$ cat src/rtl/mem_port_arbiter_if.sv
// Bundle of fetch, data and shared-memory handshake signals around the arbiter.
// The master view belongs to the arbiter; the slave view belongs to the requesters and memory.
interface mem_port_arbiter_if #(
   parameter int ADDR_WIDTH = 32,
   parameter int DATA_WIDTH = 32
);
   logic                  i_req;
   logic [ADDR_WIDTH-1:0] i_addr;
   logic                  i_ack;
   logic [DATA_WIDTH-1:0] i_rdata;

   logic                  d_req;
   logic                  d_we;
   logic [ADDR_WIDTH-1:0] d_addr;
   logic [DATA_WIDTH-1:0] d_wdata;
   logic                  d_ack;
   logic [DATA_WIDTH-1:0] d_rdata;

   logic                  stall_f;
   logic                  stall_m;

   logic                  mem_req;
   logic                  mem_we;
   logic [ADDR_WIDTH-1:0] mem_addr;
   logic [DATA_WIDTH-1:0] mem_wdata;
   logic                  mem_ack;
   logic [DATA_WIDTH-1:0] mem_rdata;

   modport master (
      input  i_req, i_addr, d_req, d_we, d_addr, d_wdata, mem_ack, mem_rdata,
      output i_ack, i_rdata, d_ack, d_rdata, stall_f, stall_m,
             mem_req, mem_we, mem_addr, mem_wdata
   );

   modport slave (
      output i_req, i_addr, d_req, d_we, d_addr, d_wdata, mem_ack, mem_rdata,
      input  i_ack, i_rdata, d_ack, d_rdata, stall_f, stall_m,
             mem_req, mem_we, mem_addr, mem_wdata
   );
endinterface

$ cat src/rtl/mem_port_arbiter.sv
// Arbitrates a single-port memory between the fetch and data requesters.
// Data normally wins; fetch takes the port after STARVE_LIMIT consecutive losses.
//
// state   | meaning
// IDLE    | no transfer; the only state in which a grant is made
// SERVE_I | fetch command on the memory port, waiting for mem_ack
// SERVE_D | data command on the memory port, waiting for mem_ack
// DONE    | one-cycle ack to the owner with the captured response
module mem_port_arbiter #(
   parameter int ADDR_WIDTH   = 32,
   parameter int DATA_WIDTH   = 32,
   parameter int STARVE_LIMIT = 4,
   parameter int TIMEOUT      = 16
) (
   input  logic                clk,
   input  logic                rst,
   mem_port_arbiter_if.master  bus,
   output logic                bus_err
);
   localparam int SW = $clog2(STARVE_LIMIT + 1);
   localparam int TW = $clog2(TIMEOUT + 1);

   typedef enum logic [1:0] {IDLE, SERVE_I, SERVE_D, DONE} state_t;

   state_t                state;
   state_t                state_nxt;
   logic [SW-1:0]         starve_cnt;
   logic [TW-1:0]         tmo_cnt;
   logic [ADDR_WIDTH-1:0] lat_addr;
   logic [DATA_WIDTH-1:0] lat_wdata;
   logic                  lat_we;
   logic                  owner_d;
   logic [DATA_WIDTH-1:0] resp_data;

   logic grant_d;
   logic grant_i;
   logic serving;
   logic tmo_hit;

   assign serving = (state == SERVE_I) || (state == SERVE_D);
   assign tmo_hit = serving && !bus.mem_ack && (tmo_cnt == TW'(TIMEOUT - 1));
   // Data wins a tie unless fetch has already lost STARVE_LIMIT times in a row.
   assign grant_d = bus.d_req && !(bus.i_req && (starve_cnt == SW'(STARVE_LIMIT)));
   assign grant_i = bus.i_req && !grant_d;

   always_ff @(posedge clk) begin
      if (rst) state <= IDLE;
      else     state <= state_nxt;
   end

   always_comb begin
      state_nxt = state;
      unique case (state)
         IDLE: begin
            if (grant_d)      state_nxt = SERVE_D;
            else if (grant_i) state_nxt = SERVE_I;
         end
         SERVE_I, SERVE_D: begin
            if (bus.mem_ack || tmo_hit) state_nxt = DONE;
         end
         DONE:    state_nxt = IDLE;
         default: state_nxt = IDLE;
      endcase
   end

   always_ff @(posedge clk) begin
      if (rst) begin
         starve_cnt <= '0;
         tmo_cnt    <= '0;
         lat_addr   <= '0;
         lat_wdata  <= '0;
         lat_we     <= 1'b0;
         owner_d    <= 1'b0;
         resp_data  <= '0;
         bus_err    <= 1'b0;
      end else begin
         if (state == IDLE) begin
            if (grant_d) begin
               lat_addr  <= bus.d_addr;
               lat_wdata <= bus.d_wdata;
               lat_we    <= bus.d_we;
               owner_d   <= 1'b1;
               tmo_cnt   <= '0;
               if (bus.i_req && (starve_cnt != SW'(STARVE_LIMIT)))
                  starve_cnt <= starve_cnt + 1'b1;
            end else if (grant_i) begin
               lat_addr   <= bus.i_addr;
               lat_wdata  <= '0;
               lat_we     <= 1'b0;
               owner_d    <= 1'b0;
               tmo_cnt    <= '0;
               starve_cnt <= '0;
            end
         end else if (serving) begin
            if (bus.mem_ack) begin
               resp_data <= bus.mem_rdata;
            end else if (tmo_hit) begin
               resp_data <= '0;
               bus_err   <= 1'b1;
            end else begin
               tmo_cnt <= tmo_cnt + 1'b1;
            end
         end
      end
   end

   always_comb begin
      bus.mem_req   = serving;
      bus.mem_we    = lat_we;
      bus.mem_addr  = lat_addr;
      bus.mem_wdata = lat_wdata;
      bus.i_ack     = (state == DONE) && !owner_d;
      bus.d_ack     = (state == DONE) && owner_d;
      bus.i_rdata   = bus.i_ack ? resp_data : '0;
      bus.d_rdata   = bus.d_ack ? resp_data : '0;
      bus.stall_f   = bus.i_req && !bus.i_ack;
      bus.stall_m   = bus.d_req && !bus.d_ack;
   end
endmodule

$ cat src/flat_wrapper.sv
// flat-port wrapper written by rule: the top's interface ports become plain ports
module mem_port_arbiter_flat 
#(
   parameter int ADDR_WIDTH   = 32,
   parameter int DATA_WIDTH   = 32,
   parameter int STARVE_LIMIT = 4,
   parameter int TIMEOUT      = 16
)
  (clk, rst, bus_err, bus_i_req, bus_i_addr, bus_d_req, bus_d_we, bus_d_addr, bus_d_wdata, bus_mem_ack, bus_mem_rdata, bus_i_ack, bus_i_rdata, bus_d_ack, bus_d_rdata, bus_stall_f, bus_stall_m, bus_mem_req, bus_mem_we, bus_mem_addr, bus_mem_wdata);
  mem_port_arbiter_if #(.ADDR_WIDTH(ADDR_WIDTH), .DATA_WIDTH(DATA_WIDTH)) bus_i ();
  input  logic clk;
  input  logic rst;
  output logic bus_err;
  input wire logic [$bits(bus_i.i_req)-1:0] bus_i_req;
  input wire logic [$bits(bus_i.i_addr)-1:0] bus_i_addr;
  input wire logic [$bits(bus_i.d_req)-1:0] bus_d_req;
  input wire logic [$bits(bus_i.d_we)-1:0] bus_d_we;
  input wire logic [$bits(bus_i.d_addr)-1:0] bus_d_addr;
  input wire logic [$bits(bus_i.d_wdata)-1:0] bus_d_wdata;
  input wire logic [$bits(bus_i.mem_ack)-1:0] bus_mem_ack;
  input wire logic [$bits(bus_i.mem_rdata)-1:0] bus_mem_rdata;
  output wire logic [$bits(bus_i.i_ack)-1:0] bus_i_ack;
  output wire logic [$bits(bus_i.i_rdata)-1:0] bus_i_rdata;
  output wire logic [$bits(bus_i.d_ack)-1:0] bus_d_ack;
  output wire logic [$bits(bus_i.d_rdata)-1:0] bus_d_rdata;
  output wire logic [$bits(bus_i.stall_f)-1:0] bus_stall_f;
  output wire logic [$bits(bus_i.stall_m)-1:0] bus_stall_m;
  output wire logic [$bits(bus_i.mem_req)-1:0] bus_mem_req;
  output wire logic [$bits(bus_i.mem_we)-1:0] bus_mem_we;
  output wire logic [$bits(bus_i.mem_addr)-1:0] bus_mem_addr;
  output wire logic [$bits(bus_i.mem_wdata)-1:0] bus_mem_wdata;
  assign bus_i.i_req = bus_i_req;
  assign bus_i.i_addr = bus_i_addr;
  assign bus_i.d_req = bus_d_req;
  assign bus_i.d_we = bus_d_we;
  assign bus_i.d_addr = bus_d_addr;
  assign bus_i.d_wdata = bus_d_wdata;
  assign bus_i.mem_ack = bus_mem_ack;
  assign bus_i.mem_rdata = bus_mem_rdata;
  assign bus_i_ack = bus_i.i_ack;
  assign bus_i_rdata = bus_i.i_rdata;
  assign bus_d_ack = bus_i.d_ack;
  assign bus_d_rdata = bus_i.d_rdata;
  assign bus_stall_f = bus_i.stall_f;
  assign bus_stall_m = bus_i.stall_m;
  assign bus_mem_req = bus_i.mem_req;
  assign bus_mem_we = bus_i.mem_we;
  assign bus_mem_addr = bus_i.mem_addr;
  assign bus_mem_wdata = bus_i.mem_wdata;
  mem_port_arbiter #(.ADDR_WIDTH(ADDR_WIDTH), .DATA_WIDTH(DATA_WIDTH), .STARVE_LIMIT(STARVE_LIMIT), .TIMEOUT(TIMEOUT)) u_core (.clk(clk), .rst(rst), .bus(bus_i), .bus_err(bus_err));
endmodule
$ cat config.mk
export PLATFORM = sky130hd
export DESIGN_NAME = mem_port_arbiter_flat
export DESIGN_NICKNAME = d
export VERILOG_FILES = /design/src/rtl/mem_port_arbiter_if.sv /design/src/rtl/mem_port_arbiter.sv /design/src/flat_wrapper.sv
export SDC_FILE = /design/constraint.sdc
export NUM_CORES = 1
export LEC_CHECK = 0
export BUFFER_PORTS_ARGS = -buffer_cell sky130_fd_sc_hd__buf_4
export CAP_MARGIN = 20
export CORE_ASPECT_RATIO = 0.9
export CORE_UTILIZATION = 40
export CTS_BUF_LIST = sky130_fd_sc_hd__clkbuf_8
export DETAILED_ROUTE_END_ITERATION = 7
export PLACE_DENSITY = 0.75
export REMOVE_ABC_BUFFERS = 1
export SKIP_LAST_GASP = 1
export SLEW_MARGIN = 40
export SYNTH_ARGS = -nofsm -noshare
export SYNTH_HDL_FRONTEND = slang
export SYNTH_SLANG_ARGS = --single-unit
$ cat constraint.sdc
create_clock -name clk -period 2 [get_ports clk]
set_clock_uncertainty 0.15 [all_clocks]
set_input_delay 0.4 -clock clk [delete_from_list [all_inputs] [get_ports clk]]
set_output_delay 0.4 -clock clk [all_outputs]
set_load 0.005 [all_outputs]
---- After elaboration in Yosys (flattened, before gate mapping) ----
Index checks and enable logic that the tools add are counted.
storage, ports and cells
  register bits after elaboration ......... 109
  bits in latches ......................... 0
  bits in writable memories ............... 0
  bits in read-only memories .............. 0
  input bits .............................. 134
  output and inout bits ................... 135
  logic and storage cells ................. 77
  memories ................................ 0
operators by class
  $add $sub $neg .......................... 2
  multiply operators ...................... 0
  divide/modulo/power cells ............... 0
  magnitude comparators ................... 0
  equality and inequality tests ........... 11
  shifts and indexed selects .............. 0
  multiplexer cells ....................... 24
  bitwise logic cells ..................... 2
  reductions and logical operators ........ 29
operator list
  cell                                                                      count
  32-bit two-way mux                                                        8
  5-bit two-way mux                                                         6
  1-bit logical AND                                                         10
  3-bit two-way mux                                                         3
  4-bit AND reduction                                                       2
  1-bit zero test                                                           6
  2-bit two-way mux                                                         3
  2-bit one-hot mux with 3 select lines                                     1
  3-bit AND reduction                                                       2
  2-bit nonzero test                                                        3
  5-bit by 1-bit adder with 5-bit output (second input constant)            1
  5-bit by 4-bit == test with 1-bit output (second input constant)          1
  2-bit == test (second input constant)                                     2
  2-bit by 1-bit inequality test with 1-bit output (second input constant)  2
  2-bit inequality test (second input constant)                             2
  2-bit AND reduction                                                       2
  3-bit by 1-bit adder with 3-bit output (second input constant)            1
  3-bit == test (second input constant)                                     1
  1-bit two-way mux                                                         3
  3-bit by 1-bit inequality test with 1-bit output (second input constant)  1
  3-bit inequality test (second input constant)                             1
  2-bit by 1-bit == test with 1-bit output (second input constant)          1
  2-bit zero test                                                           1
  1-bit logical OR                                                          2
  2 further kinds                                                           3

---- Depth between registers and ports, before layout ----
Gate-level depths: netlist of run 1.
  depth in word-level cells ............... 9
  gate-level depth with buffers ........... 9
  mapped depth without buffers ............ 7

---- Least setup slack after synthesis of run 1 ----
No wires, ideal clock.
  path type ............................... reg-to-reg
  start point ............................. register u_core.tmo_cnt[0]
  end point ............................... register u_core.resp_data[0]
  setup time .............................. 0.135 ns
  arrival ................................. 1.654 ns
  required time ........................... 1.715 ns
  setup slack ............................. 0.061 ns
  stages on the path, launching flop included .. 10
  buffers on the path ..................... 2
  path through ............................ dfxtp_1 > ha_1 > and3_1 > ha_1 > nor2_4 > or3b_1 > buf_6 > buf_8 > nand2_1 > a21oi_1
on the way
  word-level cells in the longest chain between the ends .. 4
RTL lines
  item                                      line                     RTL
  from (decl)                               mem_port_arbiter.sv:28   logic [TW-1:0] tmo_cnt;
  from (signal assigned)                    mem_port_arbiter.sv:101  tmo_cnt <= tmo_cnt + 1'b1;
  5-bit by 4-bit == test with 1-bit output  mem_port_arbiter.sv:41   assign tmo_hit = serving && !bus.mem_ack && (tmo_cnt == TW'(TIMEOUT - 1));
  1-bit logical AND                         mem_port_arbiter.sv:41
  2-bit nonzero test (no source line)       n/a
  3-bit AND reduction (no source line)      n/a
  to (signal assigned)                      mem_port_arbiter.sv:96   resp_data <= bus.mem_rdata;
  to (decl)                                 mem_port_arbiter.sv:33   logic [DATA_WIDTH-1:0] resp_data;
Every way passes these cells.
A chain may end at the register's enable or synchronous reset.

---- Final worst setup path of run 1 ----
  start point ............................. register u_core.state[1]
  end point ............................... output bus_i_rdata[2]
on the way
  word-level cells in the longest chain between the ends .. 3
RTL lines
  item                    line                     RTL
  from (decl)             mem_port_arbiter.sv:25   state_t state;
  from (signal assigned)  mem_port_arbiter.sv:48   else state <= state_nxt;
  2-bit == test           mem_port_arbiter.sv:112  bus.i_ack = (state == DONE) && !owner_d;
  1-bit logical AND       mem_port_arbiter.sv:112
  32-bit two-way mux      mem_port_arbiter.sv:114  bus.i_rdata = bus.i_ack ? resp_data : '0;
  to (decl)               flat_wrapper.sv:23       output wire logic [$bits(bus_i.i_rdata)-1:0] bus_i_rdata;
Every way passes these cells.

==> results of run 1 <==
[area by class of cell]
class / instances / share of cell area [%]
Tap cell: 164 / 2.45
Timing Repair Buffer: 314 / 32.6
Multi-Input combinational cell: 387 / 36.1
Inverter: 7 / 0.343
Sequential cell: 109 / 26.1
Clock inverter: 7 / 0.940
Clock buffer: 9 / 1.48
[logic make-up (layout without fill, tap and decap cells)]
logic type,count (synthesis),count (layout)
muxes,2,2
and+or+nand+nor,291,291
AOI/OAI and AO/OA,84,84
adders and majority gates,8,8
xor gates and xnor gates,2,2
DFF,109,109
buffers and inverters,61,337
[cell usage in the layout, fill, tap and decap left out, types with 4 or more instances in the layout]
cell / instances
dfxtp_1: 105
nand3_1: 32
buf_4: 260
nor3_2: 27
and3_1: 32
buf_16: 5
nor4_1: 5
buf_12: 7
a21oi_2: 24
ha_4: 4
nor4_2: 27
and2_4: 33
buf_6: 39
a22o_1: 34
nor2_1: 40
nand2_1: 8
clkbuf_8: 9
inv_1: 5
nor3_1: 37
a21oi_1: 12
nand2_4: 16
nand2_2: 15
ha_1: 4
[path summary, 6_finish.rpt]
kind,startpoint,end,slack [ns],cells past startpoint
worst min register to register,u_core.resp_data[22]$_SDFFE_PP0P_,u_core.resp_data[22]$_SDFFE_PP0P_,0.33,2
worst max register to register,u_core.tmo_cnt[1]$_SDFFE_PP0P_,u_core.resp_data[2]$_SDFFE_PP0P_,-0.02,8
worst min-delay path,bus_d_wdata[9],u_core.bus.mem_wdata[9]$_SDFFE_PP0P_,0.07,2
worst max-delay path,u_core.state[1]$_SDFFE_PP0P_,bus_i_rdata[2],-0.15,6
[what timing repair did]
item	4_1_cts	5_1_grt
pin swaps	16	30
gates cloned	5	3
setup endpoints to repair	101	163
gates resized for setup	80	89
buffers inserted	5	3
[worst register-to-register path, stage by stage, from the launching register on]
cell       delay, ns
dfxtp_2         0.39
ha_4            0.14
and3_4          0.20
ha_4            0.16
nor2_4          0.05
or3b_4          0.47
clkbuf_16       0.22
nand2_4         0.06
a21oi_2         0.05
[power by group]
group | total, mW | internal (mW) | switching, mW
Clock | 1.35 | 0.496 | 0.852
Combinational | 4.11 | 2.00 | 2.10
Sequential | 2.91 | 2.62 | 0.290
[per-stage QoR]
stage | area [sq um] | total power, mW | hold slack [ns]
global placement | 7360 | 6.25 | 0.297
floorplan | 4810 | 4.63 | 0.280
detailed placement | 7390 | 6.41 | 0.303
CTS | 7980 | 8.02 | 0.0407
finish | 8390 | 8.36 | 0.0687
global route | 8390 | 8.85 | 0.0405
[per-layer routing]
| layer | up-vias | global-route usage, % | wire, um |
|---|---|---|---|
| met5 | - | 0 | 0 |
| met4 | 0 | 8.64 | 297 |
| met3 | 24 | 7.30 | 1540 |
| met2 | 244 | 41.7 | 8740 |
| met1 | 2519 | 26.2 | 6490 |
| li1 | 2512 | - | - |
[synth_stat cells, types with 2 or more instances]
library cell and number:
nand3_1 32, nor2b_1 3, nor3_2 27, nand2_1 37
nor2_1 40, xor2_1 2, buf_4 9, clkbuf_1 13
buf_2 15, dfxtp_1 109, nor3_1 37, or3_1 2
buf_1 3, ha_1 8, nor3b_4 2, buf_8 3
nor4_1 5, a31oi_1 2, and3_1 33, nor4_2 27
inv_1 7, and2_1 34, buf_6 11, nand2_2 2
a22o_1 34, a21oi_1 36
[state kept, by name, indices dropped and copies added, names as in the netlist, 2 cells and up]
register	count
u_core.bus.mem_addr	32
u_core.bus.mem_wdata	32
u_core.resp_data	32
u_core.starve_cnt	3
u_core.state	2
u_core.tmo_cnt	5
==> impl_metrics.yaml, run 1 <==
outcome:
  status: "finished with violations"
  violations: "negative setup slack"
critical_path:
  arrival_ns: 1.60
  cp-start-kind: "flop"
  slowest_delay_ns: 0.37
  slowest_stage: "dfxtp_4"
  path_class: "reg2out"
  critPathMaxFanout: 8
  end_kind: "primary output"
  cp_top_family: "buffers and inverters"
  critPathBufInv: 3
  required_ns: 1.45
  path_cells: "ha_4 > nor2b_4 > buf_12 > buf_16 > and2_4 > buf_6"
synthesis:
  synth.area.mux_share_pct: 0.410
  synth_compound_area_share_pct: 11.7
  synth_edf_count: 0
  avgSynthCellArea_sq_um: 9.31
  yosysWarnings: 0
  synth.distinct_cells: 50
  netlist.area_leader.share_pct: 42.1
  ys_ff_latch: 109
  synth-xor-area-share_pct: 0.338
  syn_area_sq_mm: 0.00518
  yosysSeqAreaShare_pct: 42.1
  synth-simple-area-share_pct: 35.9
  synth_top_family_by_area: "simple AND/OR/NAND/NOR gates"
  synth_area_leader_cell: "dfxtp_1"
  synthAdderAreaFrac_pct: 1.93
  synth_ff_type: "dfxtp_1"
  ys_top_cells_by_area: "dfxtp_1 (42%), nor4_2 (6.5%), a22o_1 (5.7%)"
  async_flop_share_pct: 0
  syn_inst: 557
drt:
  dr_total_vias: 5299
  drc: 0
  ant_nets: 0
  wire_per_inst_um: 17.1
  drtPass1Iterations: 4
  drt_iter0_markers: 275
  routed_wl_mm: 17.1
  viasPerCell: 5.31
run:
  drv_cap: 0
timing:
  rsz0062_at_grt: "true"
  fmax_ghz: 0.465
  finalSetupViolCount: 84
  slew_headroom_pct: 49.4
  finalHoldViolCount: 0
  fin_ws_ns: -0.152
  tightest_slew_ns: 0.757
  final_max_slew_viol_count: 0
  fin_crit_sh_pct: 108
  post-route-min-period_ns: 2.15
  setup_tns_ns: -6.55
layout:
  antenna_cells: 0
  multi_input_area_sq_mm: 0.00302
  drive_gt1_share_pct: 59.8
  final_util_pct: 66.1
  fill_cells: 965
  area_growth_pct: 61.8
  seqCellArea_sq_mm: 0.00219
  layoutNonFillerInstCount: 997
  nNetsFinal: 970
clock_tree:
  clkTransAtPathRegs_ns: 0.11
  cts_tree: "done"
  root_buffer: "clkbuf_8"
  clk_latency_ns: 0.39
  htreeDepth: 3
  cts_made_buffers: 9
  clock-sinks: 109
  hold_buffers: 0
  cts_buffer_depth: 2
place:
  gp_congestion: 0.815
  placedCellCount: 968
  post-place-ws_ns: -0.0654
  io_buffers: 268
  hpwl_mm: 11.3
grt:
  grt_pass1_vias: 4904
  grt_usage_pct: 23.4
  grt_max_degree: 36
  antenna_found_initial: 0
  grt-ovfl-total: 0
  grt_pass1_wl_mm: 24.3
die:
  rows: 39
  die_h_um: 110
  dieWidth_um: 122
  core_area_sq_mm: 0.0127
  start_util_pct: 40.9
  io_pins: 269
  die-area_sq_mm: 0.0134
power:
  ir_drop_uv: 681
  leakagePower_nw: 3.69
  power_density_mw_per_mm2: 997
worst_hold_path:
  hold_path_class: "in2reg"
Note: power is estimated with default switching activity, not from simulation.
==> run 2: changes to the inputs <==
Settings changed: CELL_PAD_IN_SITES_DETAIL_PLACEMENT set to 1, CELL_PAD_IN_SITES_GLOBAL_PLACEMENT set to 2, CORE_UTILIZATION 40 to 23, PLACE_DENSITY 0.75 to unset, PLACE_DENSITY_LB_ADDON set to 0.1.
==> run 2 against run 1 <==
The flow still finishes with violations (negative setup slack). Critical path depth unchanged. Final area up 0.25%. First-iteration DRC count is 37% lower. Global-route usage decreased by 7.2 points. Final cell count increased by 12%. Sequential power hardly changed. Total power grew 0.37%. Critical endpoint is now bus_i_rdata[13]. Count of clock-buffer cells in the layout is the same.
==> impl_metrics.yaml, run 2 (same netlist as run 1, synthesis figures left out) <==
place:
  post-place-ws_ns: -0.0363
  hpwl_mm: 13.7
  gp_congestion: 0.738
  io_buffers: 268
drt:
  dr_total_vias: 5204
  routed_wl_mm: 19.9
  wire_per_inst_um: 17.8
  viasPerCell: 4.64
  drt_iter0_markers: 174
  drc: 0
  drtPass1Iterations: 4
  ant_nets: 0
power:
  seqPwrFrac_pct: 34.3
  pwr-share-comb_pct: 49.3
  p_clk_share_pct: 16.4
  switching_share_pct: 38.9
  power_density_mw_per_mm2: 998
  leakagePower_nw: 3.66
  p_int_mw: 5.13
  power.switching_mw: 3.26
  ir_drop_uv: 480
clock_tree:
  htreeDepth: 3
  cts_made_buffers: 9
  cts_tree: "done"
  root_buffer: "clkbuf_8"
  clk_latency_ns: 0.39
  cts_buffer_depth: 2
  clock-sinks: 109
  clkTransAtPathRegs_ns: 0.12
layout:
  seqCellArea_sq_mm: 0.00219
  final_cell_mix: "buf_4 (254), dfxtp_1 (105), nor2_1 (40)"
  fill_cells: 2482
  multi_input_area_sq_mm: 0.00286
  antenna_cells: 0
  area_growth_pct: 62.2
  final_common_cell: "buf_4"
  drive_gt1_share_pct: 56.3
  nNetsFinal: 967
grt:
  grt_pass1_wl_mm: 29.4
  grt-ovfl-total: 0
  antenna_found_initial: 0
  grt_usage_pct: 16.2
  grt_max_degree: 40
  grt_pass1_vias: 5242
timing:
  holdWs_ns: 0.0661
  fin_ws_ns: -0.141
  post-route-min-period_ns: 2.14
  fin_crit_sh_pct: 107
  tightest_slew_ns: 0.375
  slew_headroom_pct: 75.0
  finalHoldViolCount: 0
  rsz0062_at_grt: "true"
  final_max_slew_viol_count: 0
  fmax_ghz: 0.467
  finalSetupViolCount: 68
  setup_tns_ns: -5.91
run:
  drv_cap: 0
critical_path:
  end_kind: "primary output"
  slowest_stage: "dfxtp_2"
  path_cells: "ha_4 > nor2b_4 > buf_8 > buf_16 > and2_4 > buf_6"
  critPathMaxFanout: 8
  cp-start-kind: "flop"
  slowest_delay_ns: 0.37
  required_ns: 1.45
  path_class: "reg2out"
  arrival_ns: 1.59
die:
  die-area_sq_mm: 0.0231
  start_util_pct: 23.7
  core_area_sq_mm: 0.0219
  io_pins: 269
  rows: 51
  dieWidth_um: 160
  die_h_um: 144
outcome:
  violations: "negative setup slack"
  status: "finished with violations"
worst_hold_path:
  hold_path_class: "in2reg"
-- run 2: worst paths after layout --
check                                                       start                                    end  slack (ns)  depth (start not counted)
worst max-delay path                 u_core.state[0]$_SDFFE_PP0P_                        bus_i_rdata[13]       -0.14                          6
worst min-delay path                              bus_d_wdata[10]  u_core.bus.mem_wdata[10]$_SDFFE_PP0P_        0.07                          2
worst max register to register     u_core.tmo_cnt[1]$_SDFFE_PP0P_       u_core.resp_data[9]$_SDFFE_PP0P_        0.02                          8
worst min register to register  u_core.starve_cnt[1]$_SDFFE_PP0P_      u_core.starve_cnt[1]$_SDFFE_PP0P_        0.33                          2
-- run 2: layer usage --
metal / track usage [%] / routed length [um] / up-vias
met5: 0 / 0 / -
li1: - / - / 2504
met4: 3.76 / 183 / 0
met3: 4.04 / 1090 / 11
met2: 28.6 / 10000 / 149
met1: 19.8 / 8630 / 2540
-- run 2: what timing repair did --
action / 4_1_cts / 5_1_grt
hold buffers: 0 / 0
endpoints found under the setup margin: 101 / 103
resized for setup: 84 / 42
pin swaps: 17 / 16
setup buffers: 6 / 4
gates cloned: 4 / 4
-- run 2: stage by stage --
step	area [sq um]	cells	utilization [%]	power [mW]
6_report	8410	1121	38.4	8.39
5_1_grt	8410	1121	38.4	9.01
4_1_cts	8170	1114	37.3	8.29
3_5_place_dp	7530	1088	34.4	6.55
3_3_place_gp	7530	1088	34.4	6.43
2_1_floorplan	4810	503	-	4.63
-- run 2: power groups by stage --
stage	logic (mW)	clock network, mW	registers (mW)
6_report	4.14	1.38	2.88
5_1_grt	4.52	1.55	2.93
4_1_cts	3.94	1.47	2.87
3_5_place_dp	3.64	0	2.91
3_3_place_gp	3.54	0	2.89
2_1_floorplan	1.72	0	2.91
-- run 2: area by class of cell --
| class | count | share of cell area (%) |
|---|---|---|
| tap | 291 | 4.33 |
| sequential | 109 | 26.0 |
| timing repair buffer | 311 | 32.9 |
| multi-input combinational | 387 | 34.0 |
| inverter | 7 | 0.313 |
| clock buffer | 9 | 1.47 |
| clock inverter | 7 | 0.997 |
-- run 2: critical path: cells and delay by family, from the launching register on --
family	cells	cell delay, ns
adders and majority gates	1	0.13
buffers and inverters	3	0.39
DFF	1	0.37
and+or+nand+nor	2	0.30
==> run 3: changes to the inputs <==
Settings changed: HOLD_SLACK_MARGIN set to 0.12.
==> run 3 against run 2 <==
The run still ends with negative setup slack left. Clock power about the same. Final cell count up 4.4%. Critical path type unchanged. Global-route usage rose by 0.58 points. Worst hold slack gained 0.086 ns. Via count grew 3.4%.
==> impl_metrics.yaml, run 3 (same netlist as run 1, synthesis figures left out) <==
timing:
  fin_crit_sh_pct: 107
  holdWs_ns: 0.152
  finalHoldViolCount: 0
  post-route-min-period_ns: 2.14
  final_max_slew_viol_count: 0
  tightest_slew_ns: 0.372
  fin_ws_ns: -0.141
  rsz0062_at_grt: "true"
  fmax_ghz: 0.467
  finalSetupViolCount: 68
  slew_headroom_pct: 75.2
drt:
  drt_iter0_markers: 189
  drc: 0
  viasPerCell: 4.60
  ant_nets: 0
  drtPass1Iterations: 4
  routed_wl_mm: 20.4
  dr_total_vias: 5383
  wire_per_inst_um: 17.4
clock_tree:
  cts_buffer_depth: 2
  clock-sinks: 109
  cts_made_buffers: 9
  cts_tree: "done"
  clk_latency_ns: 0.39
  htreeDepth: 3
  clkTransAtPathRegs_ns: 0.12
  root_buffer: "clkbuf_8"
die:
  rows: 51
  start_util_pct: 23.7
  io_pins: 269
  core_area_sq_mm: 0.0219
  die-area_sq_mm: 0.0231
  die_h_um: 144
  dieWidth_um: 160
power:
  leakagePower_nw: 3.86
  seqPwrFrac_pct: 34.2
  power.switching_mw: 3.27
  pwr-share-comb_pct: 49.4
  p_int_mw: 5.15
  power_density_mw_per_mm2: 948
  p_total_mw: 8.42
  switching_share_pct: 38.8
  ir_drop_uv: 480
  p_clk_share_pct: 16.4
critical_path:
  end_kind: "primary output"
  slowest_delay_ns: 0.37
  required_ns: 1.45
  slowest_stage: "dfxtp_2"
  r2r_slack_ns: 0.02
  ff2ff_path_depth: 8
  arrival_ns: 1.59
  path_cells: "ha_4 > nor2b_4 > buf_8 > buf_16 > and2_4 > buf_6"
  critPathMaxFanout: 8
  path_class: "reg2out"
  cp-start-kind: "flop"
place:
  placedCellCount: 1088
  gp_congestion: 0.738
  io_buffers: 268
  hpwl_mm: 13.7
layout:
  area_growth_pct: 71.4
  final_common_cell: "buf_4"
  layoutNonFillerInstCount: 1170
  antenna_cells: 0
  drive_gt1_share_pct: 52.8
  seqCellArea_sq_mm: 0.00219
  fill_cells: 2466
  final_cell_mix: "buf_4 (254), dfxtp_1 (105), dlygate4sd3_1 (51)"
  nNetsFinal: 1016
  multi_input_area_sq_mm: 0.00286
worst_hold_path:
  hold_path_class: "in2reg"
  holdPathStages: 3
outcome:
  violations: "negative setup slack"
  status: "finished with violations"
grt:
  grt_max_degree: 40
  grt-ovfl-total: 0
  antenna_found_initial: 0
  grt_usage_pct: 16.8
  grt_pass1_wl_mm: 30.6
  grt_pass1_vias: 5536
run:
  drv_cap: 0
-- run 3: worst max-delay path, delay by kind of cell, from the launching register on --
kind                     cells  cell delay, ns
buffers and inverters        3            0.39
AND/OR/NAND/NOR              2            0.30
flip-flops                   1            0.37
adder cells (fa/ha/maj)      1            0.13
-- run 3: timing repair --
item / CTS / global route
endpoints found under the setup margin: 101 / 103
gates cloned: 4 / 3
setup buffers: 6 / 3
hold buffers: 51 / 0
resized for setup: 84 / 41
pin swaps: 17 / 15
endpoints found under the hold margin: 51 / 0
-- run 3: metrics by stage --
step / util (%) / setup slack (ns) / instance area (sq um) / TNS (ns)
5_1_grt: 40.6 / -0.225 / 8880 / -12.39
3_3_place_gp: 34.4 / 0.0465 / 7530 / 0
4_1_cts: 39.7 / -0.178 / 8680 / -8.83
3_5_place_dp: 34.4 / -0.0363 / 7530 / -0.563
6_report: 40.6 / -0.141 / 8880 / -6.02
2_1_floorplan: - / -0.759 / 4810 / -60.08
-- run 3: worst paths after layout --
kind	end	from
min reg2reg	u_core.resp_data[27]$_SDFFE_PP0P_	u_core.resp_data[27]$_SDFFE_PP0P_
max reg2reg	u_core.resp_data[0]$_SDFFE_PP0P_	u_core.tmo_cnt[1]$_SDFFE_PP0P_
max	bus_i_rdata[13]	u_core.state[0]$_SDFFE_PP0P_
min	u_core.resp_data[18]$_SDFFE_PP0P_	bus_mem_rdata[18]
-- run 3: power groups by stage --
stage | Clock (mW) | Sequential, mW | Combinational [mW]
2_1_floorplan | 0 | 2.91 | 1.72
4_1_cts | 1.47 | 2.87 | 4.03
5_1_grt | 1.55 | 2.94 | 4.55
6_report | 1.38 | 2.88 | 4.17
3_3_place_gp | 0 | 2.89 | 3.54
3_5_place_dp | 0 | 2.91 | 3.64
-- run 3: metal layers --
metal | track usage, % | wire length [um] | vias to the layer above
li1 | - | - | 2609
met1 | 20.0 | 8780 | 2607
met2 | 30.6 | 10400 | 156
met3 | 3.84 | 977 | 11
met4 | 3.76 | 183 | 0
met5 | 0 | 0 | -
-- run 3: final cells by class --
type | count | area share (%)
Inverter | 7 | 0.296
Sequential cell | 109 | 24.6
Clock buffer | 9 | 1.39
Tap cell | 291 | 4.10
Timing Repair Buffer | 360 | 36.5
Multi-Input combinational cell | 387 | 32.2
Clock inverter | 7 | 0.944
